File: config.mk
export PLATFORM = sky130hd
export DESIGN_NAME = card_bus_initiator
export DESIGN_NICKNAME = d
export VERILOG_FILES = /design/src/rtl/card_bus_pkg.sv /design/src/rtl/card_bus_initiator.sv
export SDC_FILE = /design/constraint.sdc
export NUM_CORES = 1
export LEC_CHECK = 0
export ABC_AREA = 1
export CORE_MARGIN = 3
export CORE_UTILIZATION = 49
export DETAILED_ROUTE_END_ITERATION = 8
export DONT_BUFFER_PORTS = 1
export PLACE_DENSITY_LB_ADDON = 0.15
export SLEW_MARGIN = 25
export SYNTH_ARGS = -nofsm -noshare
export SYNTH_HDL_FRONTEND = slang
export SYNTH_SLANG_ARGS = --single-unit
export TNS_END_PERCENT = 10
File: constraint.sdc
create_clock -name clock -period 1.55 [get_ports clock]
set_input_delay 0.31 -clock clock [delete_from_list [all_inputs] [get_ports clock]]
set_output_delay 0.31 -clock clock [all_outputs]
set_load 0.02 [all_outputs]
File: src/rtl/card_bus_pkg.sv
// Shared card-bus constants and FSM state type, used by both the initiator and
// the GBARam responder so the two sides agree on bus timing.
package card_bus_pkg;

  localparam int CB_ADDR_W      = 16;
  localparam int CB_DATA_W      = 8;
  localparam int CB_HOLD_CYCLES = 5;
  localparam int CB_IDLE_CYCLES = 2;

  typedef enum logic [1:0] {
    IDLE    = 2'd0,
    ACCESS  = 2'd1,
    RECOVER = 2'd2
  } state_t;

endpackage

File: src/rtl/card_bus_initiator.sv
// Host-side card-bus master: one valid/ready byte request becomes one fixed-window
// bus access followed by a forced idle gap; read data returns on a response pulse.
module card_bus_initiator
  import card_bus_pkg::*;
#(
  parameter int ADDR_W      = CB_ADDR_W,
  parameter int DATA_W      = CB_DATA_W,
  parameter int HOLD_CYCLES = CB_HOLD_CYCLES,
  parameter int IDLE_CYCLES = CB_IDLE_CYCLES
) (
  input  logic              clock,
  input  logic              reset,
  input  logic              req_valid,
  output logic              req_ready,
  input  logic              req_write,
  input  logic [ADDR_W-1:0] req_addr,
  input  logic [DATA_W-1:0] req_wdata,
  output logic              rsp_valid,
  output logic [DATA_W-1:0] rsp_rdata,
  output logic [ADDR_W-1:0] io_card_bus_addr,
  output logic [DATA_W-1:0] io_card_bus_mosi,
  input  logic [DATA_W-1:0] io_card_bus_miso,
  output logic              io_card_bus_write,
  output logic              busy
);

  localparam int CNT_MAX = (HOLD_CYCLES > IDLE_CYCLES) ? HOLD_CYCLES : IDLE_CYCLES;
  localparam int CNT_W   = $clog2(CNT_MAX + 1);
  localparam logic [CNT_W-1:0] HOLD_LAST = CNT_W'(HOLD_CYCLES - 1);
  localparam logic [CNT_W-1:0] IDLE_LAST = CNT_W'(IDLE_CYCLES - 1);

  if (HOLD_CYCLES < 2 || IDLE_CYCLES < 1) begin : g_param_check
    $error("card_bus_initiator: HOLD_CYCLES must be >= 2 and IDLE_CYCLES >= 1");
  end

  state_t              state, state_d;
  logic [CNT_W-1:0]    cnt, cnt_d;
  logic [ADDR_W-1:0]   addr_d;
  logic [DATA_W-1:0]   mosi_d;
  logic                write_d;
  logic                rsp_valid_d;
  logic [DATA_W-1:0]   rsp_rdata_d;
  logic                req_ready_d;

  // The bus registers double as the latched request, so nothing on req_* is
  // looked at again once the access has been accepted.
  always_comb begin
    state_d     = state;
    cnt_d       = cnt;
    addr_d      = io_card_bus_addr;
    mosi_d      = io_card_bus_mosi;
    write_d     = io_card_bus_write;
    rsp_valid_d = 1'b0;
    rsp_rdata_d = rsp_rdata;

    unique case (state)
      IDLE: begin
        if (req_valid) begin
          state_d = ACCESS;
          cnt_d   = '0;
          addr_d  = req_addr;
          mosi_d  = req_write ? req_wdata : '0;
          write_d = req_write;
        end
      end
      ACCESS: begin
        if (cnt == HOLD_LAST) begin
          rsp_rdata_d = io_card_bus_write ? '0 : io_card_bus_miso;
          rsp_valid_d = 1'b1;
          addr_d      = '0;
          mosi_d      = '0;
          write_d     = 1'b0;
          state_d     = RECOVER;
          cnt_d       = '0;
        end else begin
          cnt_d = cnt + CNT_W'(1);
        end
      end
      RECOVER: begin
        if (cnt == IDLE_LAST) begin
          state_d = IDLE;
          cnt_d   = '0;
        end else begin
          cnt_d = cnt + CNT_W'(1);
        end
      end
      default: begin
        state_d = IDLE;
        cnt_d   = '0;
      end
    endcase

    // Registered ready: low throughout reset, high from the first edge after release.
    req_ready_d = (state_d == IDLE);
  end

  always_ff @(posedge clock or negedge reset) begin
    if (!reset) begin
      state             <= IDLE;
      cnt               <= '0;
      io_card_bus_addr  <= '0;
      io_card_bus_mosi  <= '0;
      io_card_bus_write <= 1'b0;
      rsp_valid         <= 1'b0;
      rsp_rdata         <= '0;
      req_ready         <= 1'b0;
    end else begin
      state             <= state_d;
      cnt               <= cnt_d;
      io_card_bus_addr  <= addr_d;
      io_card_bus_mosi  <= mosi_d;
      io_card_bus_write <= write_d;
      rsp_valid         <= rsp_valid_d;
      rsp_rdata         <= rsp_rdata_d;
      req_ready         <= req_ready_d;
    end
  end

  assign busy = (state != IDLE);

endmodule

==> Word-level counts from Yosys, hierarchy flattened <==
Cells that the tools add are included.
{ "op_classes": {"n_addsub": 1, "n_eq_ne": 6, "n_mux": 21, "n_reduce_logical": 6} }
{ "ops": {"columns": ["operator", "count"], "rows": [
  ["2-to-1 mux 16 bit", 2],
  ["2-to-1 mux 8 bit", 4],
  ["one-hot mux 16 bit (2 select lines)", 1],
  ["one-hot mux 8 bit (2 select lines)", 1],
  ["2-to-1 mux 3 bit", 3],
  ["one-hot mux 3 bit (3 select lines)", 1],
  ["2-to-1 mux 2 bit", 3],
  ["one-hot mux 2 bit (3 select lines)", 1],
  ["zero test 2 bit", 2],
  ["2-to-1 mux 1 bit", 4],
  ["inequality test 2 bit (second input constant)", 2],
  ["nonzero test 2 bit", 2],
  ["adder 3 x 1 -> 3 bit (second input constant)", 1],
  ["== test 3 x 1 -> 1 bit (second input constant)", 1],
  ["== test 3 bit (second input constant)", 1],
  ["AND reduction 3 bit", 1],
  ["== test 2 x 1 -> 1 bit (second input constant)", 1],
  ["== test 2 bit (second input constant)", 1],
  ["one-hot mux 1 bit (2 select lines)", 1],
  ["AND reduction 2 bit", 1]
]} }
{ "totals": {"reg_bits": 40, "input_bits": 36, "out_inout_bits": 36, "wordCells": 42} }

==> Longest topological paths before layout <==
Gate-level depths: netlist of run 1.
{ "logic_depth": {"word_depth": 4, "ltp_mapped": 8} }

==> Least setup slack after synthesis of run 1 <==
No wires, ideal clock.
{ "synth_timing": {"path_kind": "register to register", "start": "register state[1]", "end": "register io_card_bus_addr[12]", "setup_time_ns": 0.118, "arrival_ns": 1.299, "required_ns": 1.432, "slack_ns": 0.133, "path_stages_with_launch": 9, "period_less_slack_ns": 1.417, "cell_sequence": "dfrtp_1 inv_1 ha_1 inv_2 nand2_2 nand3_4 buf_6 nand2_1 o21ai_2"} }
{ "synth_between": {"elab_chain_len": 3, "elab_cells_between_ends": 7, "classes_between": "eq/ne: 3; mux: 1; reduce/logical: 3"} }
{ "synth_lines": {"columns": ["element", "line_no", "source"], "rows": [
  ["start, declared", "card_bus_initiator.sv:36", "state_t state, state_d;"],
  ["start signal, assigned", "card_bus_initiator.sv:108", "state <= state_d;"],
  ["== test 2 x 1 -> 1 bit or zero test 2 bit (tied branches)", "card_bus_initiator.sv:56", "unique case (state)"],
  ["inequality test 2 bit (no source line) or nonzero test 2 bit (tied branches)", null, null],
  ["AND reduction 3 bit (no source line)", null, null],
  ["end signal, assigned", "card_bus_initiator.sv:110", "io_card_bus_addr <= addr_d;"],
  ["end, declared", "card_bus_initiator.sv:20", "output logic [ADDR_W-1:0] io_card_bus_addr,"]
]} }
Several ways; a longest one is shown, not always the timed one.
A chain may end at the register's enable or synchronous reset.

==> Worst setup path after layout of run 1 <==
{ "layout_timing": {"start": "register state[0]", "end": "output busy"} }
{ "layout_between": {"elab_chain_len": 1} }
{ "layout_lines": {"columns": ["element", "line_no", "source"], "rows": [
  ["nonzero test 2 bit", "card_bus_initiator.sv:119", "assign busy = (state != IDLE);"],
  ["end, declared", "card_bus_initiator.sv:24", "output logic busy"]
]} }
No other way between the ends.

==> results_tabular.tex, run 1 <==
\begin{tabular}{lr}
\hline
Metric & Value \\
\hline
\multicolumn{2}{l}{\textbf{Synthesis}} \\
Post-Synthesis Mean Instance Area & 9.20 um2 \\
Warnings, synthesis & 0 \\
Cell taking the most area after synthesis & dfrtp\_1 \\
Most repeated cell in the gate-level netlist after synthesis & nand2\_1 \\
Cell types with the largest area share after synthesis & dfrtp\_1 54\%, nand2\_1 15\%, o21ai\_2 7.5\%, ha\_1 5.4\%, inv\_1 4.2\% \\
Cell variety after synth & 17 \\
Fraction of synthesized cell area taken by the top area cell type & 53.8\% \\
EDFF count, synth & 0 \\
Post-Synthesis Cell Area & $\sim$1900 um2 \\
Number of standard cells after synthesis & 202 \\
Most used flip-flop cell after synthesis & dfrtp\_1 \\
Post-Syn Nets & 246 \\
Share of synthesized registers carrying an async set or reset & 100\% \\
Proportion of synthesized chip area in sequential cells & 53.8\% \\
Leading post-synthesis cells by instance count & 76 x nand2\_1, 40 x dfrtp\_1, 21 x inv\_1 \\
Number of flip-flops and latches in the synthesized netlist & 40 \\
\multicolumn{2}{l}{\textbf{Clock network}} \\
Clock Sinks & 40 \\
Cts bufs inserted & 5 \\
CTS H-tree depth & 2 \\
TritonCTS clock tree & yes \\
Buffer type at the clock tree root & clkbuf\_8 \\
Insertion delay to the later sink of the worst-skew pair & around 0.29 ns \\
CTS Buffer Depth & 2 \\
Clk pin slew, worst setup/hold paths & $\sim$0.07 ns \\
\multicolumn{2}{l}{\textbf{Drt}} \\
Average via count per standard cell & 5.04 \\
Routed wire length per instance & approximately 14 um \\
DR DRC count & 0 \\
Total number of vias & 1,315 \\
Number of DRC markers in iteration 0 & 38 \\
Number of nets with antenna violations after routing & 0 \\
Detailed-route wire length & 3710 um \\
Length of the first detailed-routing pass in iterations & 4 \\
\multicolumn{2}{l}{\textbf{Global route}} \\
M3 GR Usage & under 10\% \\
Global routing usage on met2 & 30.3\% \\
GR Overflow Total & 0 \\
GRT Overall Usage & 17.3\% \\
Initial antenna violation count & 0 \\
Highest-utilization routing layer at the global route stage & met2 \\
Maximum number of pins on one net before global-route repair & 41 \\
Number of global-route vias before repair & around 1,300 \\
First-pass GRT wire length & 5860 um \\
GRT met1 Usage & 18.6\% \\
\multicolumn{2}{l}{\textbf{Layout}} \\
Multi-input gate area in the final layout & 743 um2 \\
Fraction of layout instances using a drive strength above 1 & approximately 22\% \\
Area taken by flip-flops and latches & 1000 um2 \\
Nets & 258 \\
Layout-stage area growth over the synthesis result & 14.7\% \\
Post-Route Utilization & 61.0\% \\
Number of inserted diodes & 0 \\
Post-route cell area & 2130 um2 \\
Count of filler cells inserted in the layout & between 300 and 400 \\
\multicolumn{2}{l}{\textbf{Critical path}} \\
Critical path start-end classification & register to primary output \\
Kind of end point of the critical path & primary output \\
Endpoint of the worst register-to-register path & io\_card\_bus\_addr[15] \\
Kind of start point of the critical path & register \\
Endpoint arrival time on the critical path & 1.17 ns \\
Source of the critical timing path & state[0] \\
R2r worst-path depth & 8 \\
Worst reg2reg setup slack & 0.15 ns \\
Reg-to-reg startpoint & cnt[1] \\
Peak fanout along the critical path & 5 \\
CP required & 1.24 ns \\
\multicolumn{2}{l}{\textbf{Power}} \\
Switching fraction of total power & 43.8\% \\
Cell-internal power & 2.66 mW \\
Share of total power in the clock network & between 10\% and 20\% \\
Leakage power & 1.10 nW \\
Total power per unit cell area & 2220 nW/um2 \\
Register share of total power & 47.2\% \\
Switching power summed over all nets & 2.07 mW \\
Combinational Power Share & 34.4\% \\
IR Drop Worst-Case VDD & 0.000964 V \\
\multicolumn{2}{l}{\textbf{Floorplanning}} \\
Die footprint & $\sim$4600 um2 \\
Core box area & 3490 um2 \\
Placement row count & 21 \\
Die W & 67.6 um \\
Vertical die dimension & 67.6 um \\
I/O pins & 72 \\
Effective utilization at floorplan & 53.2\% \\
\multicolumn{2}{l}{\textbf{Place}} \\
Post-place instance area & between 1500 and 2000 um2 \\
IO Port Bufs & 0 \\
Final HPWL from detailed placement & between 2000 and 3000 um \\
Worst setup slack after placement & 0.0140 ns \\
Placer congestion estimate & 0.852 \\
\multicolumn{2}{l}{\textbf{Timing}} \\
Post-Route Setup TNS & 0 ns \\
Clock skew & between 0.004 and 0.005 ns \\
Hold Fails Final Rpt & 0 \\
Count of pins over their slew limit & 0 \\
Worst relative slew slack & 81.1\% \\
Final worst slack & $\sim$0.07 ns \\
Post-route minimum period & 1.48 ns \\
Number of setup violations in the final report & 0 \\
RSZ-0062 raised after global routing & false \\
Fmax & 0.676 GHz \\
Slew at the pin closest to its max-slew limit & 0.283 ns \\
Post-Route Hold Slack & around 0.14 ns \\
Part of the cycle the worst path needs & around 95\% \\
\multicolumn{2}{l}{\textbf{Min path}} \\
Sink of the worst hold path & io\_card\_bus\_mosi[7] \\
Start point of the worst min-delay path & req\_wdata[7] \\
Worst hold path class & input port to register \\
Instance count along the most critical hold path & 2 \\
\multicolumn{2}{l}{\textbf{Flow run}} \\
Max-cap violations & 0 \\
\multicolumn{2}{l}{\textbf{Outcome}} \\
Outcome & completed \\
\hline
\end{tabular}
## critical path, cell delays in order (launching register included)
cell and delay [ns]:
dfrtp_1 0.41, inv_2 0.10, ha_4 0.17, inv_2 0.05, buf_4 0.15
## layer usage
metal | vias up | routed length, um
met5 | - | 0
met4 | 0 | 44
li1 | 655 | -
met2 | 42 | 1910
met3 | 9 | 383
met1 | 609 | 1370
## state kept, by name, indices dropped and copies added (netlist names)
register	cells
cnt	3
rsp_rdata	8
state	2
io_card_bus_write	1
req_ready	1
io_card_bus_addr	16
rsp_valid	1
io_card_bus_mosi	8
## final cells by class
cell class / count / share of cell area, %
inverters: 23 / 4.05
clock inverters: 2 / 1.82
multi-input cells: 133 / 34.9
clock buffers: 6 / 3.87
repair buffers: 11 / 5.75
flip-flops and latches: 40 / 46.9
well taps: 46 / 2.70
## what timing repair did
action | 4_1_cts | 5_1_grt
endpoints found under the hold margin | 40 | 0
pin swaps | 0 | 2
hold buffers | 2 | 0
buffers inserted | 0 | 2
gates resized for setup | 3 | 4
endpoints found under the setup margin | 2 | 21
cloned | 0 | 0
## through the flow
stage                     std cells  total power, mW
after global placement          249             3.69
after CTS                       259             4.74
after detailed placement        249             3.78
final                           261             4.73
after global routing            261             5.08
after floorplan                 202             3.40
## worst max path at each step
stage               slack [ns]                   end
floorplan                 0.13  io_card_bus_addr[12]
finish                    0.07                  busy
detailed placement        0.01   io_card_bus_mosi[0]
global route             0.008                  busy
global placement          0.07     io_card_bus_write
CTS                      0.004                  busy
## logic make-up after synthesis
kind of cell / share of synthesized area (%)
buf+inv: 7.60
fa+ha+maj: 5.38
flops: 53.8
simple gates: 20.0
compound gates: 13.2
## layout by cell type (no fill, tap or decap), drive strengths merged
cell	n
clkbuf	6
nand2	79
nand4	1
dlygate4sd3	1
a21oi	3
nor2	2
o21ai	34
ha	8
bufinv	1
dfrtp	40
nand3	6
clkinv	1
buf	10
inv	23
## power by group through the flow
stage,registers (mW),logic [mW],clock network (mW)
after global placement,2.24,1.45,0
after detailed placement,2.26,1.52,0
after CTS,2.24,1.59,0.906
after floorplan,2.16,1.24,0
final,2.23,1.63,0.875
after global routing,2.28,1.85,0.955
Note: power is estimated with default switching activity, not from simulation.
==> inputs of run 2 (changes only) <==
ABC_CLOCK_PERIOD_IN_PS = 1550   (was default)
==> results of run 2 <==
Final layout, timing and power as in run 1 (identical DEF).
